## config.mk

```make
export PLATFORM = sky130hd
export DESIGN_NAME = dram_sequencer
export DESIGN_NICKNAME = d
export VERILOG_FILES = /design/src/rtl/dram_pkg.sv /design/src/rtl/dram_refresh_timer.sv /design/src/rtl/dram_sequencer.sv
export SDC_FILE = /design/constraint.sdc
export NUM_CORES = 1
export LEC_CHECK = 0
export BUFFER_PORTS_ARGS = -buffer_cell sky130_fd_sc_hd__buf_2
export CAP_MARGIN = 20
export CELL_PAD_IN_SITES_DETAIL_PLACEMENT = 1
export CELL_PAD_IN_SITES_GLOBAL_PLACEMENT = 1
export CORE_MARGIN = 2
export CORE_UTILIZATION = 40
export CTS_CLUSTER_DIAMETER = 100
export CTS_CLUSTER_SIZE = 14
export DETAILED_ROUTE_END_ITERATION = 12
export HOLD_SLACK_MARGIN = 0.02
export PLACE_DENSITY = 0.79
export SYNTH_ARGS = -nofsm -noshare
export SYNTH_HDL_FRONTEND = slang
export SYNTH_SLANG_ARGS = --single-unit
```

## constraint.sdc

```tcl
create_clock -name clk -period 5.9 [get_ports clk]
set_clock_uncertainty 0.15 [all_clocks]
set_input_delay 0.295 -clock clk [delete_from_list [all_inputs] [get_ports clk]]
set_output_delay 0.295 -clock clk [all_outputs]
set_load 0.01 [all_outputs]
```

## src/rtl/dram_pkg.sv

```systemverilog
`default_nettype none
// +----------------------------------------------------------------------+
// | Module   : dram_pkg                                                  |
// | Purpose  : Shared types, default timings and helpers for the DRAM    |
// |            RAS/CAS sequencer.                                        |
// | Revision : 1.0  initial release                                      |
// +----------------------------------------------------------------------+
package dram_pkg;

   // Sequencer states; encoding width is explicit so the register is 3 bits.
   typedef enum logic [2:0] {
      ST_IDLE = 3'd0,
      ST_RAS  = 3'd1,
      ST_MUX  = 3'd2,
      ST_CAS  = 3'd3,
      ST_HOLD = 3'd4,
      ST_PRE  = 3'd5,
      ST_REF  = 3'd6
   } dram_state_t;

   // Width of the shared timing down-counter (timings are 1..15 cycles).
   localparam int TCNT_W = 4;

   // Default timings in clk cycles.
   localparam int c_t_ras_mux    = 2;
   localparam int c_t_mux_cas    = 2;
   localparam int c_t_cas        = 4;
   localparam int c_t_pre        = 3;
   localparam int c_t_ref        = 6;
   localparam int c_ref_interval = 1500;

   // Counter load value for a phase lasting 'cycles' clocks (exit at zero).
   function automatic logic [TCNT_W-1:0] tcnt_load(input int cycles);
      return TCNT_W'(cycles - 1);
   endfunction

   // Active-low one-hot strobe for the selected bank.
   function automatic logic [3:0] bank_strobe_n(input logic [1:0] bank);
      logic [3:0] strobe;
      strobe       = 4'hF;
      strobe[bank] = 1'b0;
      return strobe;
   endfunction

endpackage
`default_nettype wire

```

## src/rtl/dram_refresh_timer.sv

```systemverilog
`default_nettype none
// +----------------------------------------------------------------------+
// | Module   : dram_refresh_timer                                        |
// | Purpose  : Periodic refresh tick, pending-refresh flag and sticky    |
// |            overrun flag. Only built when DRAM_AUTO_REFRESH_EN is     |
// |            defined.                                                  |
// | Revision : 1.0  initial release                                      |
// +----------------------------------------------------------------------+
`ifdef DRAM_AUTO_REFRESH_EN
module dram_refresh_timer
   import dram_pkg::*;
#(
   parameter int REF_INTERVAL = c_ref_interval
) (
   input  logic clk,
   input  logic reset_n,
   input  logic refresh_req,
   input  logic ref_take,
   output logic ref_want,
   output logic refresh_overrun
);

   localparam logic [15:0] c_last = 16'(REF_INTERVAL - 1);

   logic [15:0] r_int_cnt;
   logic        r_ref_pend;
   logic        w_tick;

   assign w_tick   = (r_int_cnt == c_last);
   // A fresh request counts in the same cycle it arrives so IDLE can act on it.
   assign ref_want = r_ref_pend | refresh_req | w_tick;

   // Free-running interval counter, one tick every REF_INTERVAL cycles.
   always_ff @(posedge clk) begin
      if (!reset_n)    r_int_cnt <= '0;
      else if (w_tick) r_int_cnt <= '0;
      else             r_int_cnt <= r_int_cnt + 16'd1;
   end

   // Pending flag: merged requests, cleared when the sequencer starts a refresh.
   always_ff @(posedge clk) begin
      if (!reset_n)                    r_ref_pend <= 1'b0;
      else if (ref_take)               r_ref_pend <= 1'b0;
      else if (refresh_req || w_tick)  r_ref_pend <= 1'b1;
   end

   // Sticky overrun: a tick landed while a refresh was still outstanding.
   always_ff @(posedge clk) begin
      if (!reset_n)                  refresh_overrun <= 1'b0;
      else if (w_tick && r_ref_pend) refresh_overrun <= 1'b1;
   end

endmodule
`endif
`default_nettype wire

```

## src/rtl/dram_sequencer.sv

```systemverilog
`default_nettype none
// +----------------------------------------------------------------------+
// | Module   : dram_sequencer                                            |
// | Purpose  : Cycle-accurate RAS/CAS/address-mux sequencer for four     |
// |            DRAM banks, arbitrating bus accesses against RAS-only     |
// |            refresh. Define DRAM_AUTO_REFRESH_EN for the internal     |
// |            refresh interval timer and refresh_overrun output.        |
// | Revision : 1.0  initial release                                      |
// +----------------------------------------------------------------------+
module dram_sequencer
   import dram_pkg::*;
#(
   parameter int T_RAS_MUX = c_t_ras_mux,
   parameter int T_MUX_CAS = c_t_mux_cas,
   parameter int T_CAS     = c_t_cas,
   parameter int T_PRE     = c_t_pre,
   parameter int T_REF     = c_t_ref
`ifdef DRAM_AUTO_REFRESH_EN
   ,
   parameter int REF_INTERVAL = c_ref_interval
`endif
) (
   input  logic       clk,
   input  logic       reset_n,
   input  logic       req,
   input  logic       we,
   input  logic       ram_sel,
   input  logic [1:0] bank,
   input  logic       refresh_req,
   output logic [3:0] ras_n,
   output logic [3:0] cas_n,
   output logic       addr_sel,
   output logic       we_n,
   output logic       done,
   output logic       busy,
   output logic       refresh_ack
`ifdef DRAM_AUTO_REFRESH_EN
   ,
   output logic       refresh_overrun
`endif
);

   dram_state_t       r_state;
   dram_state_t       w_next_state;
   logic [TCNT_W-1:0] r_cnt;
   logic [TCNT_W-1:0] w_cnt_next;
   logic [1:0]        r_bank;
   logic              r_we;
   logic              w_accept;
   logic              w_ref_take;
   logic              w_ref_want;
   logic [3:0]        w_strobe_n;

   assign w_strobe_n = bank_strobe_n(r_bank);

`ifdef DRAM_AUTO_REFRESH_EN
   dram_refresh_timer #(
      .REF_INTERVAL (REF_INTERVAL)
   ) u_refresh_timer (
      .clk             (clk),
      .reset_n         (reset_n),
      .refresh_req     (refresh_req),
      .ref_take        (w_ref_take),
      .ref_want        (w_ref_want),
      .refresh_overrun (refresh_overrun)
   );
`else
   logic r_ref_pend;

   assign w_ref_want = r_ref_pend | refresh_req;

   // Pending refresh: external pulses merge until IDLE starts the refresh.
   always_ff @(posedge clk) begin
      if (!reset_n)         r_ref_pend <= 1'b0;
      else if (w_ref_take)  r_ref_pend <= 1'b0;
      else if (refresh_req) r_ref_pend <= 1'b1;
   end
`endif

   // State, shared timing counter and latched access attributes.
   always_ff @(posedge clk) begin
      if (!reset_n) begin
         r_state <= ST_IDLE;
         r_cnt   <= '0;
         r_bank  <= 2'd0;
         r_we    <= 1'b0;
      end else begin
         r_state <= w_next_state;
         r_cnt   <= w_cnt_next;
         if (w_accept) begin
            r_bank <= bank;
            r_we   <= we;
         end
      end
   end

   // Next state and counter reload; the counter is reloaded on every state entry.
   always_comb begin
      w_next_state = r_state;
      w_cnt_next   = r_cnt;
      w_accept     = 1'b0;
      w_ref_take   = 1'b0;
      case (r_state)
         ST_IDLE: begin
            if (w_ref_want) begin
               w_next_state = ST_REF;
               w_cnt_next   = tcnt_load(T_REF);
               w_ref_take   = 1'b1;
            end else if (req && ram_sel) begin
               w_next_state = ST_RAS;
               w_cnt_next   = tcnt_load(T_RAS_MUX);
               w_accept     = 1'b1;
            end
         end
         ST_RAS: begin
            if (r_cnt == '0) begin
               w_next_state = ST_MUX;
               w_cnt_next   = tcnt_load(T_MUX_CAS);
            end else begin
               w_cnt_next = r_cnt - 1'b1;
            end
         end
         ST_MUX: begin
            if (r_cnt == '0) begin
               w_next_state = ST_CAS;
               w_cnt_next   = tcnt_load(T_CAS);
            end else begin
               w_cnt_next = r_cnt - 1'b1;
            end
         end
         ST_CAS: begin
            if (r_cnt == '0) begin
               // A count of one marks the first HOLD cycle, which raises done.
               w_next_state = ST_HOLD;
               w_cnt_next   = TCNT_W'(1);
            end else begin
               w_cnt_next = r_cnt - 1'b1;
            end
         end
         ST_HOLD: begin
            if (!req) begin
               w_next_state = ST_PRE;
               w_cnt_next   = tcnt_load(T_PRE);
            end else if (r_cnt != '0) begin
               w_cnt_next = r_cnt - 1'b1;
            end
         end
         ST_PRE: begin
            if (r_cnt == '0) begin
               w_next_state = ST_IDLE;
               w_cnt_next   = '0;
            end else begin
               w_cnt_next = r_cnt - 1'b1;
            end
         end
         ST_REF: begin
            if (r_cnt == '0) begin
               w_next_state = ST_PRE;
               w_cnt_next   = tcnt_load(T_PRE);
            end else begin
               w_cnt_next = r_cnt - 1'b1;
            end
         end
         default: begin
            w_next_state = ST_IDLE;
            w_cnt_next   = '0;
         end
      endcase
   end

   // Registered DRAM strobes and status, decoded from the current state.
   always_ff @(posedge clk) begin
      if (!reset_n) begin
         ras_n       <= 4'hF;
         cas_n       <= 4'hF;
         addr_sel    <= 1'b0;
         we_n        <= 1'b1;
         done        <= 1'b0;
         busy        <= 1'b0;
         refresh_ack <= 1'b0;
      end else begin
         ras_n       <= 4'hF;
         cas_n       <= 4'hF;
         addr_sel    <= 1'b0;
         we_n        <= 1'b1;
         done        <= 1'b0;
         refresh_ack <= 1'b0;
         busy        <= (r_state != ST_IDLE);
         case (r_state)
            ST_RAS: begin
               ras_n <= w_strobe_n;
            end
            ST_MUX: begin
               ras_n    <= w_strobe_n;
               addr_sel <= 1'b1;
            end
            ST_CAS, ST_HOLD: begin
               ras_n    <= w_strobe_n;
               cas_n    <= w_strobe_n;
               addr_sel <= 1'b1;
               we_n     <= ~r_we;
               done     <= (r_state == ST_HOLD) && (r_cnt != '0);
            end
            ST_REF: begin
               ras_n       <= 4'h0;
               refresh_ack <= (r_cnt == '0);
            end
            default: begin
            end
         endcase
      end
   end

endmodule
`default_nettype wire

```

# After elaboration in Yosys (flattened, before gate mapping)

Cells that the tools add are included.

Bits in registers: 24
Input port bits: 8
Output and inout port bits: 13
Word-level logic and storage cells: 76

Add/sub/neg operators: 1
$lt $le $gt $ge: 2
Equality and inequality tests: 14
Mux-type cells: 27
Bitwise logic cells: 4
Reduce and logical (&&, ||, !) cells: 16

Operators with widths:

| operator            | count |
|---|---|
| $mux 4              | 8 |
| $mux 3              | 8 |
| $pmux 4 s6          | 1 |
| $pmux 3 s7          | 1 |
| $ne 2x2->1 const B  | 6 |
| $eq 3x3->1 const B  | 3 |
| $pmux 4 s2          | 1 |
| $mux 1              | 7 |
| $reduce_and 7->1    | 1 |
| $eq 3x2->1 const B  | 2 |
| $ne 3x3->1 const B  | 2 |
| $reduce_and 2->1    | 3 |
| $reduce_or 2->1     | 3 |
| $logic_not 4->1     | 1 |
| $not 4->4           | 1 |
| $reduce_bool 4->1   | 1 |
| $reduce_or 4->1     | 1 |
| $sub 4x1->4 const B | 1 |
| $eq 3x1->1 const B  | 1 |
| $logic_and 1x1->1   | 3 |
| $logic_not 3->1     | 1 |
| $lt 2x3->1 const B  | 1 |
| $reduce_bool 3->1   | 1 |
| $reduce_or 3->1     | 1 |
| other kinds (4)     | 5 |

# Logic depth before layout (Yosys ltp)

Depth after elaboration: 6
Mapped depth: 6
Depth with buffers taken out: 6

# Worst setup path before layout

OpenSTA, ideal clock, no wires.

Path kind: register -> register
From: register r_cnt[0]
To: register r_state[0]
Setup time: 0.071 ns
Data arrival time: 1.757 ns
Data required time: 5.679 ns
Setup slack: 3.922 ns
Cell stages (with the launch flop): 7
Buffers on the path: 0
Clock period less this slack: 1.978 ns
Path through: dfxtp_1 inv_1 ha_1 or3b_4 a31o_4 or4_1 a21oi_1

Word-level cells in the longest chain between the ends: 3
Elaborated cells between the ends (all ways): 7
Those cells by class: 5 x eq/ne; 2 x reduce/logical

RTL lines:

| element                               | RTL line             | source |
|---|---|---|
| start, declared                       | dram_sequencer.sv:45 | `logic [TCNT_W-1:0] r_cnt;` |
| start signal, assigned                | dram_sequencer.sv:89 | `r_cnt <= w_cnt_next;` |
| $logic_not 4->1 (*)                   | --                   |  |
| $ne 2x2->1 (no source line)           | --                   |  |
| $reduce_and 7->1 (no source line) (*) | --                   |  |
| end signal, assigned                  | dram_sequencer.sv:88 | `r_state <= w_next_state;` |
| end, declared                         | dram_sequencer.sv:43 | `dram_state_t r_state;` |

Mark *: on every way between the ends. The rest lies on a longest branch, timed or not.
A chain may end at the register's enable or synchronous reset.

# Worst setup path in the final report

From: register r_cnt[0]
To: register r_cnt[2]

Word-level cells in the longest chain between the ends: 4
Elaborated cells between the ends (all ways): 12
Those cells by class: 1 x add/sub; 1 x eq/ne; 7 x mux; 3 x reduce/logical

RTL lines:

| element     | RTL line              | source |
|---|---|---|
| $sub 4x1->4 | --                    |  |
| $mux 4      | dram_sequencer.sv:144 | `end else if (r_cnt != '0) begin` |
| $mux 4      | dram_sequencer.sv:141 | `if (!req) begin` |
| $pmux 4 s6  | dram_sequencer.sv:103 | `case (r_state)` |

Several ways; a longest one is shown, not always the timed one. The select of a mux whose other input is x is not followed.

==> summary.txt <==
Clock tree
  – Skew-Pair Late Insertion Delay: 0.33 ns
  – CTS Hold Bufs: 0
  – H-tree Lvls: 1
  – CTS buffer count: 3
  – Clock root cell: clkbuf_4
  – Clock Sinks: 24
  – Clock Tree Buf Depth: 2
  – Post-cts resize count: 0
  – CTS tree: built
  – Clock Pin Slew Worst Setup and Hold Paths: 0.15 ns
  – Post-CTS Setup Bufs: 0

Floorplan
  – Initial core utilization: 41.2%
  – Rows: 19
  – Core area: 0.00271 sq mm
  – Die area: 0.00323 sq mm
  – Chip Height: 56.8 um
  – # IOs: 21
  – Die W: 56.8 um

Global routing
  – Vias in the first global route: 1074
  – First-pass GRT wire length: 5.10 mm
  – Initial antenna violation count: 0
  – Remaining Overflow, GRT: 0
  – All-Layer GR Usage: 20.0%
  – Largest net degree at the start of global routing: 21

Critical path
  – CP Class: reg -> reg
  – Critical Path Max Stage Delay: 0.68 ns
  – Reg-to-Reg Start: r_cnt[0]
  – Reg2Reg Depth: 6
  – Worst path required time: 5.98 ns
  – Top delay family on crit path: simple AND/OR/NAND/NOR gates
  – CP cell instances: inv_1 -> ha_1 -> nor3b_1 -> a22oi_1 -> a22oi_1 -> nor3_1
  – Reg2reg setup slack: 3.61 ns
  – Setup crit end kind: flop
  – CP Launch Type: flop
  – Crit path max fanout: 6
  – CP Buf/Inv Count: 1
  – Slowest cell on crit path: nor3b_1
  – Reg-to-Reg End: r_cnt[2]
  – Critical path arrival: 2.37 ns
  – Top cell by count, worst path: a22oi_1

Timing
  – Max_slew headroom: 45.2%
  – Final Max Slew Viols: 0
  – RSZ-0062 raised after global routing: false
  – Final min period: 2.29 ns
  – Post-route setup TNS: 0 ns
  – # setup viols final: 0
  – Final Hold Viols: 0
  – Final setup margin: 3.61 ns
  – Fin crit share: 38.8%
  – F_max: 0.436 GHz
  – Tightest Pin Transition: 0.820 ns

Synth
  – Most used DFF post-synth: dfxtp_1
  – Cells after Synth: 129
  – Library cells used by synthesis: 35
  – Warning count from the yosys run: 0
  – Number of synthesized register bits: 24
  – Avg Inst Size Synth: 8.65 sq um
  – Top-area cell type share of the netlist area: 43.0%
  – Asr flop ratio synth: 0%
  – Number of synthesized flops with an enable pin: 0
  – Synth area leader: dfxtp_1
  – Syn Std Cell Area: 0.00112 sq mm
  – Net count after synthesis: 139
  – Top cells by area, synth: dfxtp_1 (43%), nor3_1 (4.9%), nor2_1 (3.7%), nand2_1 (3.4%), nor2b_1 (3.4%)
  – Post-synthesis sequential area ratio: 43.0%

Worst hold path
  – Cells on Worst Hold Path: 3
  – Hold_sp: we
  – Hold crit path type: in -> reg
  – Hold path endpoint: r_we

Placement
  – Dpl hpwl: 2.04 mm
  – Place WS: 3.71 ns
  – Post-DP Area: 0.00122 sq mm
  – IO Port Bufs: 20
  – Final Wtd Congestion: 0.815

Layout
  – Syn-to-layout area delta: 14.2%
  – Post-route cell area: 0.00127 sq mm
  – Antenna cells: 0
  – Filler instances: 347
  – Final net count: 157
  – Ratio of cells with drive above 1 in the final layout: 19.9%
  – Util after Layout: 47.0%

Detailed routing
  – WL per Instance: 16.8 um
  – Starting DRT DRC Count: 20
  – Drt drc: 0
  – 1st-pass router iterations: 4
  – Vias: 1055
  – Post-route ant nets: 0
  – Total Wirelength: 2.97 mm
  – Vias/cell: 5.96

Power and ir drop
  – Worst vdd ir: 0.255 mV
  – Lkg Pwr: 0.000513 uW
  – Total power density per cell area: 490 mW/mm^2

Status
  – Status: completed

Run
  – Max Cap Viol: 0
stage by stage:
stage | instances | total power, uW | hold slack [ns]
floorplan | 129 | 432 | 0.208
CTS | 177 | 627 | 0.0349
global placement | 173 | 486 | 0.215
global route | 177 | 671 | 0.0631
finish | 177 | 625 | 0.0295
detailed placement | 173 | 497 | 0.239
worst min-delay path, cell delays in order:
cell	delay, ns
buf_2	0.07
mux2i_1	0.05
nor2_1	0.07
sequential cells by signal (all words and copies together), names as in the netlist, 2 cells and up:
name     count
cas_n        4
r_bank       2
r_cnt        4
r_state      3
ras_n        4
final cells by class:
cell class	count	area (sq um)	area share, %
tap	31	38.8	3.04
sequential	24	480	37.7
multi-input combinational	94	588	46.1
timing repair buffer	20	100	7.85
clock inverter	1	30.0	2.36
clock buffer	3	22.5	1.77
inverter	4	15.0	1.18
routing by layer:
layer / part of all wire, % / vias up / GRT usage, %
met2: 49 / 24 / 34.6
li1: - / 503 / -
met5: 0 / - / 0
met3: 3.6 / 5 / 2.30
met4: 1.4 / 0 / 6.98
met1: 46 / 523 / 25.8
placed cells by master, fill, tap and decap left out:
cell type  instances
a2111oi_0          1
a211o_2            1
a211oi_1           2
a21oi_1            5
a22oi_1            3
a31o_4             1
a31oi_1            3
and2_0             1
and2_1             2
and4bb_2           1
buf_2             20
bufinv_16          1
clkbuf_4           3
dfxtp_1           24
ha_1               2
inv_1              4
mux2i_1            3
nand2_1           10
nand2b_1           3
nand3_1            3
nand4_1            2
nor2_1            11
nor2b_1            6
nor3_1            11
nor3b_1            1
nor4_1             3
o21a_1             3
o21ai_0            5
o221ai_1           4
o22ai_1            1
o32ai_1            1
or2_2              1
or3b_4             1
or4_1              1
xor2_1             2
worst max path at each step:
stage | from | endpoint | slack (ns) | depth (start not counted)
global placement | r_cnt[0] | r_cnt[2] | 3.81 | 6
global route | r_cnt[0] | r_cnt[2] | 3.43 | 6
floorplan | r_cnt[0] | r_state[0] | 3.92 | 6
finish | r_cnt[0] | r_cnt[2] | 3.61 | 6
detailed placement | r_state[1] | r_state[0] | 3.71 | 4
CTS | r_cnt[0] | r_cnt[2] | 3.62 | 6
power by group:
| part | switching [uW] | internal, uW |
|---|---|---|
| clock | 56.2 | 68.7 |
| combinational | 144 | 109 |
| sequential | 50.4 | 197 |
synth_stat cells, types with 3 or more instances:
library cell  count
o21a_1            3
nor2b_1           6
nor4_1            3
mux2i_1           3
a22oi_1           3
inv_1             4
nor3_1           11
o21ai_0           5
nand3_1           3
o221ai_1          4
dfxtp_1          24
nor2_1           11
a31oi_1           3
clkbuf_1          4
nand2b_1          3
nand2_1          10
a21oi_1           5
logic make-up (layout without fill, tap and decap cells):
logic type,after synthesis,in the layout,share of synthesized area (%)
buf+inv,11,28,4.26
xor+xnor,2,2,1.57
mux,3,3,2.69
simple gates,57,57,26.9
compound gates,30,30,19.3
flops,24,24,43.0
fa+ha+maj,2,2,2.24
No activity file was read; power rests on OpenSTA's default activity.
